[config.mk]
export PLATFORM = sky130hd
export DESIGN_NAME = game_timer_ctrl
export DESIGN_NICKNAME = d
export VERILOG_FILES = /design/src/rtl/game_timer_ctrl.sv
export SDC_FILE = /design/constraint.sdc
export NUM_CORES = 1
export LEC_CHECK = 0
export ABC_CLOCK_PERIOD_IN_PS = 2600
export BUFFER_PORTS_ARGS = -buffer_cell sky130_fd_sc_hd__buf_2
export CORE_MARGIN = 2
export CORE_UTILIZATION = 45
export DETAILED_ROUTE_END_ITERATION = 7
export SYNTH_ARGS = -nofsm -noshare
export SYNTH_HDL_FRONTEND = slang
export SYNTH_SLANG_ARGS = --single-unit
[constraint.sdc]
create_clock -name clk -period 2.6 [get_ports clk]
set_clock_uncertainty 0.15 [all_clocks]
set_input_delay 0.39 -clock clk [delete_from_list [all_inputs] [get_ports clk]]
set_output_delay 0.39 -clock clk [all_outputs]
set_load 0.02 [all_outputs]
[src/rtl/game_timer_ctrl.sv]
// Countdown game timer: a prescaler turns clk cycles into game seconds, and a
// four-state FSM handles start/pause/restart. The displayed value is latched per video frame.
module game_timer_ctrl #(
    parameter int TICKS_PER_SEC = 25000000,
    parameter int START_VALUE   = 99
) (
    input  logic       clk,
    input  logic       rst,
    input  logic       start,
    input  logic       pause_toggle,
    input  logic       restart,
    input  logic       frame_start,
    output logic [6:0] game_duration,
    output logic       running,
    output logic       paused,
    output logic       expired,
    output logic       second_tick,
    output logic       expire_pulse
);

    localparam int PW = $clog2(TICKS_PER_SEC);
    localparam logic [PW-1:0] PRESC_MAX = PW'(TICKS_PER_SEC - 1);
    localparam logic [6:0]    START_CNT = 7'(START_VALUE);

    typedef enum logic [1:0] {
        ST_IDLE    = 2'd0,
        ST_RUNNING = 2'd1,
        ST_PAUSED  = 2'd2,
        ST_EXPIRED = 2'd3
    } state_t;

    state_t        state_q, state_d;
    logic [6:0]    count_q, count_d;
    logic [PW-1:0] presc_q, presc_d;
    logic [6:0]    game_duration_q, game_duration_d;
    logic          second_tick_q, second_tick_d;
    logic          expire_pulse_q, expire_pulse_d;
    logic          running_q, paused_q, expired_q;
    logic          wrap;

    assign wrap = (state_q == ST_RUNNING) && (presc_q == PRESC_MAX);

    always_comb begin
        state_d         = state_q;
        count_d         = count_q;
        presc_d         = presc_q;
        second_tick_d   = 1'b0;
        expire_pulse_d  = 1'b0;
        game_duration_d = frame_start ? count_q : game_duration_q;

        // Free-running second counting; requests below may override it.
        if (state_q == ST_RUNNING) begin
            presc_d = wrap ? '0 : presc_q + 1'b1;
            if (wrap && count_q != 7'd0) begin
                second_tick_d = 1'b1;
                count_d       = count_q - 7'd1;
                if (count_q == 7'd1) begin
                    state_d        = ST_EXPIRED;
                    expire_pulse_d = 1'b1;
                end
            end
        end

        if (restart) begin
            state_d        = ST_IDLE;
            count_d        = START_CNT;
            presc_d        = '0;
            second_tick_d  = 1'b0;
            expire_pulse_d = 1'b0;
        end else if (start) begin
            if (state_q == ST_IDLE || state_q == ST_EXPIRED) begin
                state_d = ST_RUNNING;
                count_d = START_CNT;
                presc_d = '0;
            end
        end else if (pause_toggle) begin
            // An expiry on the same cycle takes precedence over pausing.
            if (state_q == ST_RUNNING && state_d != ST_EXPIRED)
                state_d = ST_PAUSED;
            else if (state_q == ST_PAUSED)
                state_d = ST_RUNNING;
        end
    end

    always_ff @(posedge clk or posedge rst) begin
        if (rst) begin
            state_q         <= ST_IDLE;
            count_q         <= START_CNT;
            presc_q         <= '0;
            game_duration_q <= START_CNT;
            second_tick_q   <= 1'b0;
            expire_pulse_q  <= 1'b0;
            running_q       <= 1'b0;
            paused_q        <= 1'b0;
            expired_q       <= 1'b0;
        end else begin
            state_q         <= state_d;
            count_q         <= count_d;
            presc_q         <= presc_d;
            game_duration_q <= game_duration_d;
            second_tick_q   <= second_tick_d;
            expire_pulse_q  <= expire_pulse_d;
            running_q       <= (state_d == ST_RUNNING);
            paused_q        <= (state_d == ST_PAUSED);
            expired_q       <= (state_d == ST_EXPIRED);
        end
    end

    assign game_duration = game_duration_q;
    assign running       = running_q;
    assign paused        = paused_q;
    assign expired       = expired_q;
    assign second_tick   = second_tick_q;
    assign expire_pulse  = expire_pulse_q;

endmodule
* After elaboration in Yosys (flattened, before gate mapping) *
Index checks and enable logic that the tools add are counted.

storage, ports and cells
  flip-flop bits (word level) = 46
  latch bits = 0
  RAM bits = 0
  memory bits (read-only) = 0
  memories kept = 0

operators by class
  add/subtract/negate cells = 2
  multipliers = 0
  divide/modulo/power cells = 0
  magnitude comparators = 0
  equality and inequality tests = 9
  shifts and indexed selects = 0
  mux-type cells = 26
  bitwise operators = 0
  reductions and logical operators = 6

operators with widths
  kind                   count
  $mux 25                5
  $mux 7                 5
  $add 25x1->25 const B  1
  $eq 25x25->1 const B   1
  $mux 2                 9
  $eq 2x2->1 const B     4
  $eq 7x1->1 const B     1
  $mux 1                 7
  $reduce_bool 7->1      1
  $sub 7x1->7 const B    1
  $eq 2x1->1 const B     2
  $logic_and 1x1->1      3
  $logic_not 2->1        1
  $ne 2x2->1 const B     1
  $logic_or 1x1->1       1

* Depth between registers and ports, before layout *
Gate-level depths: netlist (run 1).

  depth in word-level cells = 12
  mapped depth = 9

* Least setup slack after synthesis (run 1) *
No wires, ideal clock.

  path type = reg2reg
  start = reg state_q[1]
  end = reg count_q[5]
  library setup time = 0.075 ns
  data arrival time = 1.846 ns
  slack = 0.529 ns
  cell stages (with the launch flop) = 9
  buffers on the path = 2
  period minus slack after synthesis = 2.071 ns
  cell sequence = dfrtp_1 -> inv_1 -> ha_1 -> and2_0 -> buf_2 -> nand4_1 -> buf_2 -> nor4_1 -> mux2i_1

on the way
  cells in the longest elaborated chain, start to end = 8
  elaborated cells on any way between the ends = 11

ends and longest elaborated chain
  item                    RTL line  RTL
  start, declared         32        state_t state_q, state_d;
  start signal, assigned  97        state_q <= state_d;
  $eq 2x1->1              41, 52
  $logic_and 1x1->1       41        assign wrap = (state_q == ST_RUNNING) && (presc_q == PRESC_MAX);
  $logic_and 1x1->1       54        if (wrap && count_q != 7'd0) begin
  $mux 7                  54
  $mux 7                  52        if (state_q == ST_RUNNING) begin
  $mux 7                  71        if (state_q == ST_IDLE || state_q == ST_EXPIRED) begin
  $mux 7 (*)              70        end else if (start) begin
  $mux 7 (*)              64        if (restart) begin
  via count_d[5]          33        logic [6:0] count_q, count_d;
  end signal, assigned    98        count_q <= count_d;
  end, declared           33

Mark *: on every way through the listed nets, which the timed path passes. The rest lies on a longest branch.
A chain may end at the register's enable or synchronous reset.

* Worst setup path in the final report (run 1) *
  start = reg state_q[1]
  end = reg presc_q[23]

on the way
  cells in the longest elaborated chain, start to end = 7
  elaborated cells on any way between the ends = 10

ends and longest elaborated chain
  item                  RTL line  RTL
  $eq 2x1->1            41, 52
  $logic_and 1x1->1     41
  $mux 25               53        presc_d = wrap ? '0 : presc_q + 1'b1;
  $mux 25               52
  $mux 25               71
  $mux 25 (*)           70
  $mux 25 (*)           64
  via presc_d[23]       34        logic [PW-1:0] presc_q, presc_d;
  end signal, assigned  99        presc_q <= presc_d;
  end, declared         34

Marked as above.

==> results.yml, run 1 <==
run_status:
  status: "finished, final reports clean"
finish:
  stdcell_area_mm2: 0.00290
  fin_cells: 350
  fin_util_pct: 51.7
  multi_input_area_mm2: 0.00138
  syn_to_final_growth_pct: 9.65
  register_area_mm2: 0.00116
  fin_nets: 292
  antenna_cells: 0
  final_layout_size_suffix_gt1_share_pct: 23.7
  fillers: 519
logic_synthesis:
  synth_largest_area_cell: "dfrtp_1"
  yosys-top-cells-area: "dfrtp_1, dfstp_2, ha_1"
  synth_compound_area_share_pct: 11.6
  synth_edf_count: 0
  ys_seq_elements: 46
  synth_ff_type: "dfrtp_1"
  synth_top_area_share_pct: 36.0
  synth_warnings: 0
  synthesis.area_mm2: 0.00265
  synth_top_cells_by_count: "dfrtp_1, nor2_1, a21oi_1, nand2_1, o21ai_0"
  yosys.area_share.adder_pct: 4.26
  synth_simple_gate_area_share_pct: 28.6
  synth.area.mux_share_pct: 4.49
  synth_top_family_by_area: "simple AND/OR/NAND/NOR gates"
  synth.most_common_cell: "dfrtp_1"
  yosysSeqAreaShare_pct: 43.9
  synthXorXnorAreaFrac_pct: 3.31
  syn_area_per_cell_um2: 10.3
  syn_inst: 258
  async_flop_share_pct: 100
  syn_nets: 273
  synth_cell_types: 54
sta:
  setup_viol: 0
  period_share_pct: 89.4
  hold_viol: 0
  rsz0062_at_grt: "no"
  drv_slew: 0
  fmax_ghz: 0.430
  fin_setup_tns_ns: 0
  worst_pin_slew_ns: 0.617
  period_needed_ns: 2.32
  relSlewSlack_pct: 58.7
worst_hold_path:
  hold_class: "input pin to asynchronous set/reset pin"
placement:
  io_buffers: 17
  hpwl_um: 3710
  globalplace.congestion: 0.717
  postPlaceCellArea_mm2: 0.00279
  place_inst: 342
power_and_ir_drop:
  leakagePower_nw: 1.20
  power_density_mw_per_mm2: 466
  peakVddDrop_mv: 0.401
  p_total_mw: 1.35
detailed_routing:
  detail_route.iter0.violations: 125
  firstDrtPassIters: 4
  drcViolationCount: 0
  wl_per_cell_um: 15.3
  vias: 1986
  ant_nets: 0
  wirelength_um: 5360
  viasPerCell: 5.67
clock_tree:
  post-cts-setup-buffers: 0
  cts_hold_buf: 0
  ctsLongestPathBuffers: 2
  root_buffer: "clkbuf_8"
  htreeDepth: 2
  clkTransAtPathRegs_ns: 0.09
  clock_latency_ns: 0.31
  numClockSinks: 46
  cts_tree: "yes"
  cts_resized: 0
  cts_buffers: 5
setup_path:
  setup.worst_path.class: "flip-flop to flip-flop"
  rr_worst_depth: 6
  timing.rr.end: "presc_q[23]$_DFF_PP0_"
  critPathCaptureType: "flip-flop"
  regToRegStartpoint: "state_q[1]$_DFF_PP0_"
  cp.required_ns: 2.68
  cp.arrival_ns: 2.41
  startpoint_type: "flip-flop"
  cp_max_fo: 8
  r2r_slack_ns: 0.28
grt:
  gr-usage-all-layers_pct: 18.3
  antenna_found_initial: 0
  grt_overflow: 0
  grt_pass1_vias: 1894
  grt_max_degree: 47
  grt_pass1_wl_um: 9240
job:
  cap_violations: 0
floorplan:
  core_area_mm2: 0.00561
  fp-row-count: 27
  io_pins: 18
  die_w_um: 80.7
  die-area_mm2: 0.00651
  die_h_um: 80.7
  start_util_pct: 47.2
report_power, final:
group          leakage, nW  internal [mW]  total [mW]  switching (mW)
clock               0.0514          0.287       0.534           0.247
combinational        0.537         0.0311      0.0918          0.0607
sequential           0.612          0.720       0.726         0.00506
total                 1.20           1.04        1.35           0.313
cells by family after synthesis:
kind of cell,after synthesis
simple gates,115
compound gates,48
flops,46
buf+inv,19
mux,11
xor+xnor,10
fa+ha+maj,9
worst max-delay path: stages (launching register included):
cell,delay [ns]
dfrtp_1,0.44
inv_1,0.14
ha_1,0.29
and3_1,0.36
nand4_2,0.20
or4_1,0.50
a21oi_1,0.16
cells in the final DEF, fill, tap and decap left out, types with 6 or more instances in the layout:
master    instances
a21oi_1          15
or3_1             9
o31ai_1           6
nand4_1           9
mux2_2            7
and4_1            6
ha_1              9
nor2_1           17
nand3_1           9
xor2_1            8
inv_1             8
or4_1             6
buf_2            17
o21ai_0          12
nand2_1          15
dfrtp_1          38
nand2b_1          7
dfstp_2           8
state kept, by name, indices dropped and copies added (netlist names):
| name | flops |
|---|---|
| game_duration | 7 |
| state_q | 2 |
| running | 1 |
| paused | 1 |
| second_tick | 1 |
| count_q | 7 |
| expire_pulse | 1 |
| expired | 1 |
| presc_q | 25 |
how the worst max path moves through the flow:
stage	start	to	depth (start not counted)
6_report	state_q[1]$_DFF_PP0_	presc_q[23]$_DFF_PP0_	6
5_1_grt	state_q[1]$_DFF_PP0_	presc_q[21]$_DFF_PP0_	6
4_1_cts	state_q[1]$_DFF_PP0_	running$_DFF_PP0_	6
3_5_place_dp	state_q[1]$_DFF_PP0_	running$_DFF_PP0_	6
3_3_place_gp	state_q[1]$_DFF_PP0_	running$_DFF_PP0_	6
2_1_floorplan	state_q[1]$_DFF_PP0_	count_q[5]$_DFF_PP1_	8
metrics by stage:
| step | hold WS, ns | worst slack (ns) |
|---|---|---|
| floorplan | 0.355 | 0.529 |
| global placement | 0.334 | 0.428 |
| detailed placement | 0.344 | 0.319 |
| CTS | 0.0938 | 0.289 |
| global route | 0.124 | 0.0645 |
| finish | 0.0613 | 0.275 |
per-layer routing:
| layer | part of all wire, % | GRT usage, % |
|---|---|---|
| met5 | 0 | 0 |
| met4 | 1.5 | 4.92 |
| met3 | 2.6 | 3.37 |
| met2 | 44 | 27.3 |
| met1 | 52 | 27.1 |
final cells by class:
| class | instances | share of cell area, % |
|---|---|---|
| clock buffer | 6 | 2.50 |
| clock inverter | 2 | 1.29 |
| inverter | 9 | 1.16 |
| multi-input combinational | 193 | 47.7 |
| sequential | 46 | 40.0 |
| tap | 72 | 3.11 |
| timing repair buffer | 22 | 4.23 |
Power figures use the tool's default switching activity.
==> run 2, diff against run 1 <==
--- a/config.mk
+++ b/config.mk
@@ -8,8 +8,9 @@
 export ABC_CLOCK_PERIOD_IN_PS = 2600
 export BUFFER_PORTS_ARGS = -buffer_cell sky130_fd_sc_hd__buf_2
 export CORE_MARGIN = 2
-export CORE_UTILIZATION = 45
+export CORE_UTILIZATION = 50
 export DETAILED_ROUTE_END_ITERATION = 7
+export PLACE_DENSITY = 0.68
 export SYNTH_ARGS = -nofsm -noshare
 export SYNTH_HDL_FRONTEND = slang
 export SYNTH_SLANG_ARGS = --single-unit
==> results.yml, run 2 (synthesis gave the netlist of run 1 again) <==
clock_tree:
  cts_tree: "yes"
  htreeDepth: 2
  cts_buffers: 5
  ctsLongestPathBuffers: 2
  root_buffer: "clkbuf_8"
  numClockSinks: 46
  cts_resized: 0
  clkTransAtPathRegs_ns: 0.09
  clock_latency_ns: 0.30
setup_path:
  r2r_slack_ns: 0.32
  regToRegStartpoint: "state_q[1]$_DFF_PP0_"
  timing.rr.end: "presc_q[21]$_DFF_PP0_"
  rr_worst_depth: 6
  cp.arrival_ns: 2.35
  critPathCaptureType: "flip-flop"
  setup.worst_path.class: "flip-flop to flip-flop"
  startpoint_type: "flip-flop"
  cp_max_fo: 8
  cp.required_ns: 2.67
  critPathLaunch: "state_q[1]$_DFF_PP0_"
power_and_ir_drop:
  leakagePower_nw: 1.21
  peakVddDrop_mv: 0.305
  power_density_mw_per_mm2: 461
  p_total_mw: 1.34
sta:
  drv_slew: 0
  relSlewSlack_pct: 61.3
  hold_viol: 0
  finalWorstSetupSlack_ns: 0.320
  rsz0062_at_grt: "no"
  setup_viol: 0
  fin_setup_tns_ns: 0
  fmax_ghz: 0.439
  whs_ns: 0.203
  worst_pin_slew_ns: 0.578
  period_share_pct: 87.7
  period_needed_ns: 2.28
floorplan:
  io_pins: 18
  fp-row-count: 26
  die-area_mm2: 0.00589
  core_area_mm2: 0.00511
  die_w_um: 76.7
  start_util_pct: 51.8
  die_h_um: 76.7
finish:
  fillers: 440
  largest_reg_flops: 25
  antenna_cells: 0
  top_register: "presc_q"
  fin_cells: 349
  syn_to_final_growth_pct: 9.89
  stdcell_area_mm2: 0.00291
  final_cell_mix: "dfrtp_1, nor2_1, buf_2"
  fin_nets: 293
  final_layout_size_suffix_gt1_share_pct: 24.0
  mostFrequentLayoutCell: "dfrtp_1"
  fin_util_pct: 56.9
grt:
  grt_use_met3_pct: 3.65
  top_usage_layer: "met2"
  grt_overflow: 0
  grt_max_degree: 24
  gr-usage-all-layers_pct: 19.9
  met1_usage_pct: 27.9
  antenna_found_initial: 0
  globalRouteMet2Util_pct: 32.1
  grt_pass1_wl_um: 9430
  grt_pass1_vias: 1994
worst_hold_path:
  hold_class: "input pin to flip-flop"
  min_delay_path_depth: 2
  min_from: "restart"
  min_to: "expired$_DFF_PP0_"
detailed_routing:
  wirelength_um: 5410
  ant_nets: 0
  detail_route.iter0.violations: 110
  vias: 2027
  wl_per_cell_um: 15.5
  drcViolationCount: 0
  firstDrtPassIters: 6
  viasPerCell: 5.81
placement:
  globalplace.congestion: 0.797
  place_inst: 340
  pre_cts_slack_ns: 0.351
  io_buffers: 17
  hpwl_um: 3890
  postPlaceCellArea_mm2: 0.00279
job:
  cap_violations: 0
run_status:
  status: "finished, final reports clean"
run 2: timing repair:
action | in CTS | in global routing
setup buffers | 0 | 0
hold buffers | 1 | 0
endpoints found under the hold margin | 6 | 0
run 2: where the power goes:
group / leakage (nW) / internal [mW] / switching, mW
registers: 0.612 / 0.720 / 0.00462
logic: 0.540 / 0.0331 / 0.0613
clock network: 0.0579 / 0.283 / 0.239
total: 1.21 / 1.04 / 0.305
run 2: critical path, stage by stage, from the launching register on:
cell and delay [ns]:
dfrtp_1 0.43, inv_1 0.11, ha_1 0.27, and3_1 0.36
nand4_2 0.20, or4_1 0.50, a21oi_1 0.17
run 2: layer usage:
metal,part of all wire (%),up-vias
met2,48,23
li1,-,995
met1,49,1003
met3,2.3,6
met5,0,-
met4,1.1,0
run 2: worst max path at each step:
stage | endpoint | slack (ns) | cells after the start
floorplan | count_q[5]$_DFF_PP1_ | 0.53 | 8
CTS | presc_q[21]$_DFF_PP0_ | 0.32 | 6
global placement | running$_DFF_PP0_ | 0.41 | 6
finish | presc_q[21]$_DFF_PP0_ | 0.32 | 6
global route | presc_q[23]$_DFF_PP0_ | 0.17 | 6
detailed placement | presc_q[21]$_DFF_PP0_ | 0.35 | 6
run 2: cell type report:
type	count	area, µm²	share of cell area (%)
clock buffers	5	68.8	2.37
clock inverters	3	40.0	1.38
repair buffers	23	133	4.56
flip-flops and latches	46	1160	39.9
well taps	70	87.6	3.01
inverters	9	33.8	1.16
multi-input cells	193	1380	47.6
==> run 3, diff against run 2 <==
==> constraint.sdc (replaced) <==
create_clock -name clk -period 2.6 [get_ports clk]
set_clock_uncertainty 0.15 [all_clocks]
set_input_delay 0.13 -clock clk [delete_from_list [all_inputs] [get_ports clk]]
set_output_delay 0.13 -clock clk [all_outputs]
set_load 0.02 [all_outputs]
==> results.yml, run 3 (synthesis gave the netlist of run 1 again) <==
run_status:
  status: "finished, final reports clean"
detailed_routing:
  wl_per_cell_um: 14.9
  vias: 2008
  ant_nets: 0
  viasPerCell: 5.77
  wirelength_um: 5180
  drcViolationCount: 0
  detail_route.iter0.violations: 113
  firstDrtPassIters: 4
setup_path:
  critPathBufInv: 1
  crit_chain: "inv_1, ha_1, and3_1, nand4_2, or4_1, a21oi_1"
  cp_max_fo: 8
  startpoint_type: "flip-flop"
  crit_slowest_cell: "or4_1"
  setup.worst_path.class: "flip-flop to flip-flop"
  cp.arrival_ns: 2.35
  slowest_delay_ns: 0.51
  critPathCaptureType: "flip-flop"
  cp.required_ns: 2.68
  path_depth: 6
  cp_top_family: "simple AND/OR/NAND/NOR gates"
  rr_worst_depth: 6
floorplan:
  start_util_pct: 51.8
  core_area_mm2: 0.00511
  die-area_mm2: 0.00589
  io_pins: 18
  die_w_um: 76.7
  fp-row-count: 26
  die_h_um: 76.7
clock_tree:
  cts_tree: "yes"
  root_buffer: "clkbuf_8"
  clkTransAtPathRegs_ns: 0.08
  numClockSinks: 46
  ctsLongestPathBuffers: 2
  cts_buffers: 5
  post-cts-setup-buffers: 0
  clock_latency_ns: 0.30
  htreeDepth: 2
finish:
  antenna_cells: 0
  mostFrequentLayoutCell: "dfrtp_1"
  top_register: "presc_q"
  final_cell_mix: "dfrtp_1, nor2_1, buf_2"
  multi_input_area_mm2: 0.00138
  register_area_mm2: 0.00116
  fillers: 468
  stdcell_area_mm2: 0.00290
  largest_reg_flops: 25
  syn_to_final_growth_pct: 9.70
  final_layout_size_suffix_gt1_share_pct: 23.4
  fin_nets: 292
sta:
  fin_setup_tns_ns: 0
  hold_viol: 0
  setup_viol: 0
  drv_slew: 0
  finalWorstSetupSlack_ns: 0.325
  relSlewSlack_pct: 36.6
  period_share_pct: 87.5
  fmax_ghz: 0.439
  period_needed_ns: 2.28
  worst_pin_slew_ns: 0.950
  whs_ns: 0.0487
  rsz0062_at_grt: "no"
placement:
  io_buffers: 17
  pre_cts_slack_ns: 0.364
  postPlaceCellArea_mm2: 0.00277
  hpwl_um: 3590
  globalplace.congestion: 0.815
power_and_ir_drop:
  power.internal_mw: 1.04
  p_switching_mw: 0.299
  peakVddDrop_mv: 0.323
  swShare_pct: 22.4
  power_density_mw_per_mm2: 460
  leakagePower_nw: 1.20
  p_clk_share_pct: 38.8
  p_total_mw: 1.33
  comb_power_share_pct: 6.9
  p_seq_share_pct: 54.3
grt:
  gr-usage-all-layers_pct: 18.8
  antenna_found_initial: 0
  grt_pass1_vias: 1878
  grt_overflow: 0
  grt_pass1_wl_um: 9000
  grt_max_degree: 47
worst_hold_path:
  hold_class: "input pin to flip-flop"
  min_delay_path_depth: 2
job:
  cap_violations: 0
==> run 3: changes by cell type in the layout (fill, tap and decap cells not counted), sizes merged <==
cell         change
buf              -2
dlygate4sd3      +1
==> run 3: worst paths after layout <==
path	start	to	slack, ns
worst max-delay path	state_q[1]$_DFF_PP0_	presc_q[23]$_DFF_PP0_	0.32
max in group asynchronous	rst	presc_q[15]$_DFF_PP0_	1.27
min in group asynchronous	rst	presc_q[6]$_DFF_PP0_	0.45
worst max register to register	state_q[1]$_DFF_PP0_	presc_q[23]$_DFF_PP0_	0.32
worst min-delay path	frame_start	game_duration[3]$_DFFE_PP0P_	0.05
worst min register to register	game_duration[4]$_DFFE_PP0P_	game_duration[4]$_DFFE_PP0P_	0.36
==> run 3: layout make-up <==
type / count / area share (%)
Inverter: 9 / 1.16
Sequential cell: 46 / 40.0
Clock inverter: 3 / 1.38
Clock buffer: 5 / 2.37
Tap cell: 70 / 3.02
Timing Repair Buffer: 22 / 4.40
Multi-Input combinational cell: 193 / 47.7
==> run 3: repair_timing <==
action / 4_1_cts / 5_1_grt
hold buffers: 2 / 0
resized for setup: 0 / 0
hold endpoints to repair: 41 / 0
==> run 3: per-layer routing <==
| layer | share of wire, % | vias to the layer above | global-route usage, % |
|---|---|---|---|
| li1 | - | 994 | - |
| met1 | 51 | 980 | 28.4 |
| met2 | 45 | 29 | 27.7 |
| met3 | 2.9 | 5 | 3.53 |
| met4 | 1.2 | 0 | 4.91 |
| met5 | 0 | - | 0 |
==> run 3: power groups by stage <==
| stage | Clock (mW) | Sequential [mW] | Combinational, mW |
|---|---|---|---|
| final | 0.518 | 0.725 | 0.0914 |
| after detailed placement | 0 | 0.739 | 0.0900 |
| after floorplan | 0 | 0.740 | 0.0632 |
| after global placement | 0 | 0.739 | 0.0895 |
| after global routing | 0.568 | 0.726 | 0.104 |
| after CTS | 0.534 | 0.725 | 0.0931 |
==> run 3: stage by stage <==
step | instances | utilization [%]
floorplan | 258 | -
global placement | 338 | 54.3
detailed placement | 338 | 54.3
CTS | 348 | 56.8
global route | 348 | 56.8
finish | 348 | 56.8
